[config.mk]
export PLATFORM = sky130hd
export DESIGN_NAME = xor_cipher_cfg_loader
export DESIGN_NICKNAME = d
export VERILOG_FILES = /design/src/rtl/xor_cipher_cfg_loader.sv
export SDC_FILE = /design/constraint.sdc
export NUM_CORES = 1
export LEC_CHECK = 0
export CAP_MARGIN = 20
export CORE_MARGIN = 8
export CORE_UTILIZATION = 48
export CTS_CLUSTER_DIAMETER = 50
export DETAILED_ROUTE_END_ITERATION = 10
export PLACE_DENSITY = 0.87
export SETUP_SLACK_MARGIN = 0.15
export SYNTH_ARGS = -nofsm -noshare
export SYNTH_HDL_FRONTEND = slang
export SYNTH_SLANG_ARGS = --single-unit
export TNS_END_PERCENT = 50
[constraint.sdc]
create_clock -name clk -period 1.5 [get_ports clk]
set_input_delay 0.15 -clock clk [delete_from_list [all_inputs] [get_ports clk]]
set_output_delay 0.15 -clock clk [all_outputs]
set_load 0.005 [all_outputs]
[src/rtl/xor_cipher_cfg_loader.sv]
// Serial configuration initiator for the XOR cipher: shifts a 67-bit word into the
// cipher chain LSB first while capturing the displaced contents as a readback word.
module xor_cipher_cfg_loader #(
    parameter int CFG_WIDTH = 67,
    parameter int CNT_W     = 7
) (
    input  logic                 clk,
    input  logic                 rst,
    input  logic                 start,
    input  logic                 read_only,
    input  logic                 k_mux_sel,
    input  logic                 a_mux_sel,
    input  logic                 d_en_sel,
    input  logic [31:0]          taps,
    input  logic [31:0]          seed,
    output logic                 busy,
    output logic                 done,
    output logic [CFG_WIDTH-1:0] readback,
    output logic                 cfg_en,
    output logic                 cfg_i,
    input  logic                 cfg_o
);

    typedef enum logic {
        IDLE  = 1'b0,
        SHIFT = 1'b1
    } state_t;

    localparam logic [CNT_W-1:0] LAST_CNT = CNT_W'(CFG_WIDTH - 1);

    state_t               state_q, state_d;
    logic [CNT_W-1:0]     cnt_q, cnt_d;
    logic [CFG_WIDTH-1:0] shreg_q, shreg_d;
    logic [CFG_WIDTH-1:0] cap_q, cap_d;
    logic [CFG_WIDTH-1:0] readback_q, readback_d;
    logic                 ro_q, ro_d;
    logic                 busy_q, busy_d;
    logic                 done_q, done_d;
    logic                 cfg_en_q, cfg_en_d;
    logic                 cfg_i_q, cfg_i_d;
    logic [CFG_WIDTH-1:0] word_s;

    assign word_s = {k_mux_sel, a_mux_sel, d_en_sel, taps, seed};

    // Next-state logic; cfg_i_q is pre-loaded one bit ahead so the serial data is registered.
    always_comb begin
        state_d    = state_q;
        cnt_d      = cnt_q;
        shreg_d    = shreg_q;
        cap_d      = cap_q;
        readback_d = readback_q;
        ro_d       = ro_q;
        busy_d     = busy_q;
        done_d     = 1'b0;
        cfg_en_d   = cfg_en_q;
        cfg_i_d    = cfg_i_q;
        case (state_q)
            IDLE: begin
                if (start) begin
                    state_d  = SHIFT;
                    cnt_d    = '0;
                    shreg_d  = {1'b0, word_s[CFG_WIDTH-1:1]};
                    cfg_i_d  = word_s[0];
                    ro_d     = read_only;
                    busy_d   = 1'b1;
                    cfg_en_d = 1'b1;
                end else begin
                    busy_d   = 1'b0;
                    cfg_en_d = 1'b0;
                end
            end
            SHIFT: begin
                cap_d   = {cfg_o, cap_q[CFG_WIDTH-1:1]};
                shreg_d = {1'b0, shreg_q[CFG_WIDTH-1:1]};
                cfg_i_d = shreg_q[0];
                if (cnt_q == LAST_CNT) begin
                    state_d    = IDLE;
                    busy_d     = 1'b0;
                    cfg_en_d   = 1'b0;
                    cfg_i_d    = 1'b0;
                    done_d     = 1'b1;
                    readback_d = {cfg_o, cap_q[CFG_WIDTH-1:1]};
                end else begin
                    cnt_d = cnt_q + CNT_W'(1);
                end
            end
            default: begin
                state_d  = IDLE;
                busy_d   = 1'b0;
                cfg_en_d = 1'b0;
            end
        endcase
    end

    // State and output registers with synchronous reset.
    always_ff @(posedge clk) begin
        if (rst) begin
            state_q    <= IDLE;
            cnt_q      <= '0;
            shreg_q    <= '0;
            cap_q      <= '0;
            readback_q <= '0;
            ro_q       <= 1'b0;
            busy_q     <= 1'b0;
            done_q     <= 1'b0;
            cfg_en_q   <= 1'b0;
            cfg_i_q    <= 1'b0;
        end else begin
            state_q    <= state_d;
            cnt_q      <= cnt_d;
            shreg_q    <= shreg_d;
            cap_q      <= cap_d;
            readback_q <= readback_d;
            ro_q       <= ro_d;
            busy_q     <= busy_d;
            done_q     <= done_d;
            cfg_en_q   <= cfg_en_d;
            cfg_i_q    <= cfg_i_d;
        end
    end

    // Read mode loops the chain output straight back so the chain rotates onto itself.
    assign cfg_i    = (cfg_en_q && ro_q) ? cfg_o : cfg_i_q;
    assign busy     = busy_q;
    assign done     = done_q;
    assign cfg_en   = cfg_en_q;
    assign readback = readback_q;

endmodule

==> qor.yml <==
startpoint: "cnt_q[4]"
min_period_over_period_pct: 101.4
antenna_left: 0
post-route-util_pct: 62.87
ys_warn_count: 0
cts_buffer_depth: 3
cp_num_buf_inv: 1
rsz0062_at_grt: "yes"
syn_nets: 938
final_cells: 1256
max_slew_margin_pct: 66.14
path_cells: "nor4b_4 > and3_4 > buf_12 > mux2i_1"
fin_tns_setup_ns: -0.04056
grt_max_degree: 75
placedCellCount: 1209
root_buffer: "clkbuf_16"
die_w_um: 152.7
powerDensity_nw_per_um2: 1091
dp_hpwl_mm: 12.54
drcViolationCount: 0
ys_ff_latch: 211
leakagePower_nw: 4.690
hp-start: "rst"
arrival_ns: 1.94
violations: "setup timing"
drt-total-wl_mm: 18.33
peakVddDrop_v: 0.0009259
rr_startpoint: "cnt_q[4]"
seqCellArea_um2: 4243
end_kind: "flop"
diodes: 0
avgSynthCellArea_um2: 10.39
grt_pass1_vias: 6356
final_hold_viol_count: 0
cp_top_family: "simple AND/OR/NAND/NOR gates"
final_cell_mix: "mux2i_1, dfxtp_1, nand2b_1, nor2_1, clkdlybuf4s50_1"
synthCells: 864
critPathMaxStageDelay_ns: 0.36
cp_max_fo: 15
setup_viol: 4
power.total_w: 0.01270
clk_pin_slew_ns: 0.06
slew_violations: 0
max_freq_ghz: 0.6577
design.core.area_um2: 18520
wl_per_cell_um: 14.59
multiInputGateArea_um2: 4512
worstSetupPathType: "reg2reg"
syn_area_um2: 8974
htree_levels: 1
synth.distinct_cells: 32
cts_tree: "yes"
skew_ns: 0.01266
synth_top_area_cell: "dfxtp_1"
grt_pass1_wl_mm: 30.72
rows: 50
cts_buffers: 25
cap_violations: 0
yosysSeqAreaShare_pct: 47.07
synthTopCellsByArea: "dfxtp_1, mux2i_1, nand2b_1, mux2_2, nor2_1"
drive_above_1_share_pct: 17.03
initial_utilization_pct: 48.46
clock_sinks: 211
grt_usage_pct: 15.14
synth_top_area_share_pct: 47.07
worst_path_max_delay_cell: "dfxtp_4"
fin_nets: 1079
fin_crit_ns: 1.520
die_area_um2: 23330
gp_congestion: 0.7388
worst_pin_slew_ns: 0.5079
nFillCells: 1475
clock_latency_ns: 0.50
holdBufCountCts: 0
worst_slack_ns: -0.02046
viasPerCell: 4.994
drt_iter0_markers: 212
area_growth_pct: 29.74
drt_first_pass_iters: 6
dr_total_vias: 6273
fp.dieH_um: 152.7
top_level_ports: 143
cp-start-kind: "flop"
hp-class: "in2reg"
antenna_found_initial: 0
worstPathRequired_ns: 1.92
gr-total-overflow: 0
io_buffers: 142
status: "finished, violations left"
timing repair:
item                                    4_1_cts  5_1_grt
pin swaps                                     2        5
endpoints found under the setup margin      142       79
setup buffers                                 0        3
resized for setup                            83       13
worst paths after layout:
check,slack (ns),endpoint,cells after the start
setup reg to reg,-0.02,readback[30],4
hold / removal,0.07,cap_q[49],2
setup / recovery,-0.02,readback[30],4
hold reg to reg,0.47,readback[55],2
logic make-up (layout without fill, tap and decap cells):
logic type / after synthesis / count (layout) / synth area share [%]
flops: 211 / 211 / 47.07
mux: 267 / 267 / 30.70
buf+inv: 67 / 225 / 3.486
compound gates: 18 / 18 / 1.241
xor+xnor: 2 / 2 / 0.1952
fa+ha+maj: 2 / 2 / 0.2788
simple gates: 297 / 297 / 17.02
flip-flops by register name (all words and copies together), names as in the netlist:
name,count
readback,67
cap_q,66
shreg_q,66
cnt_q,7
cfg_en,1
cfg_i_q,1
done,1
ro_q,1
state_q,1
layer usage:
| layer | vias to the layer above | global-route usage, % | part of all wire, % |
|---|---|---|---|
| met2 | 139 | 25.85 | 47 |
| li1 | 3195 | - | - |
| met1 | 2914 | 18.81 | 46 |
| met5 | - | 0 | 0 |
| met3 | 25 | 4.056 | 5.1 |
| met4 | 0 | 3.205 | 1.5 |
report_power, final:
part	internal, W	leakage [nW]	switching (W)
Sequential	0.00574	1.72	0.0000826
Clock	0.00354	0.399	0.00225
Combinational	0.000641	2.57	0.000447
Total	0.00992	4.69	0.00278
through the flow:
| step | setup WS [ns] | cell area [um2] | hold slack, ns |
|---|---|---|---|
| 2_1_floorplan | 0.04194 | 9034 | 0.2939 |
| 3_3_place_gp | 0.04380 | 10850 | 0.4588 |
| 3_5_place_dp | -0.02842 | 10850 | 0.4592 |
| 4_1_cts | -0.04944 | 11580 | 0.05648 |
| 5_1_grt | -0.07319 | 11640 | 0.07347 |
| 6_report | -0.02046 | 11640 | 0.06596 |
cell usage after synthesis:
library cell and instances:
or4b_1 1, dfxtp_1 211, or4_1 2, nand4_1 1, buf_4 7, inv_1 2, nor2_1 133, nand3_1 6
buf_2 16, or4b_4 1, or2_2 1, nand2_1 5, xor2_1 2, or3_1 1, a211oi_1 2, and3_1 1
o21ai_0 3, buf_1 2, buf_6 2, a211o_2 1, nand2b_1 136, clkbuf_1 38, nor3_1 2, o211ai_1 3
nor2b_1 4, a21oi_1 6, a31oi_1 3, nor4b_2 1, mux2_2 66, mux2i_1 201, nor3b_1 2, ha_1 2
area by class of cell:
| type | instances | area share (%) |
|---|---|---|
| clock inverter | 9 | 0.7523 |
| sequential | 211 | 36.44 |
| inverter | 2 | 0.06448 |
| clock buffer | 35 | 6.212 |
| timing repair buffer | 179 | 15.26 |
| multi-input combinational | 586 | 38.75 |
| tap | 234 | 2.515 |
(Power assumes the default switching activity.)
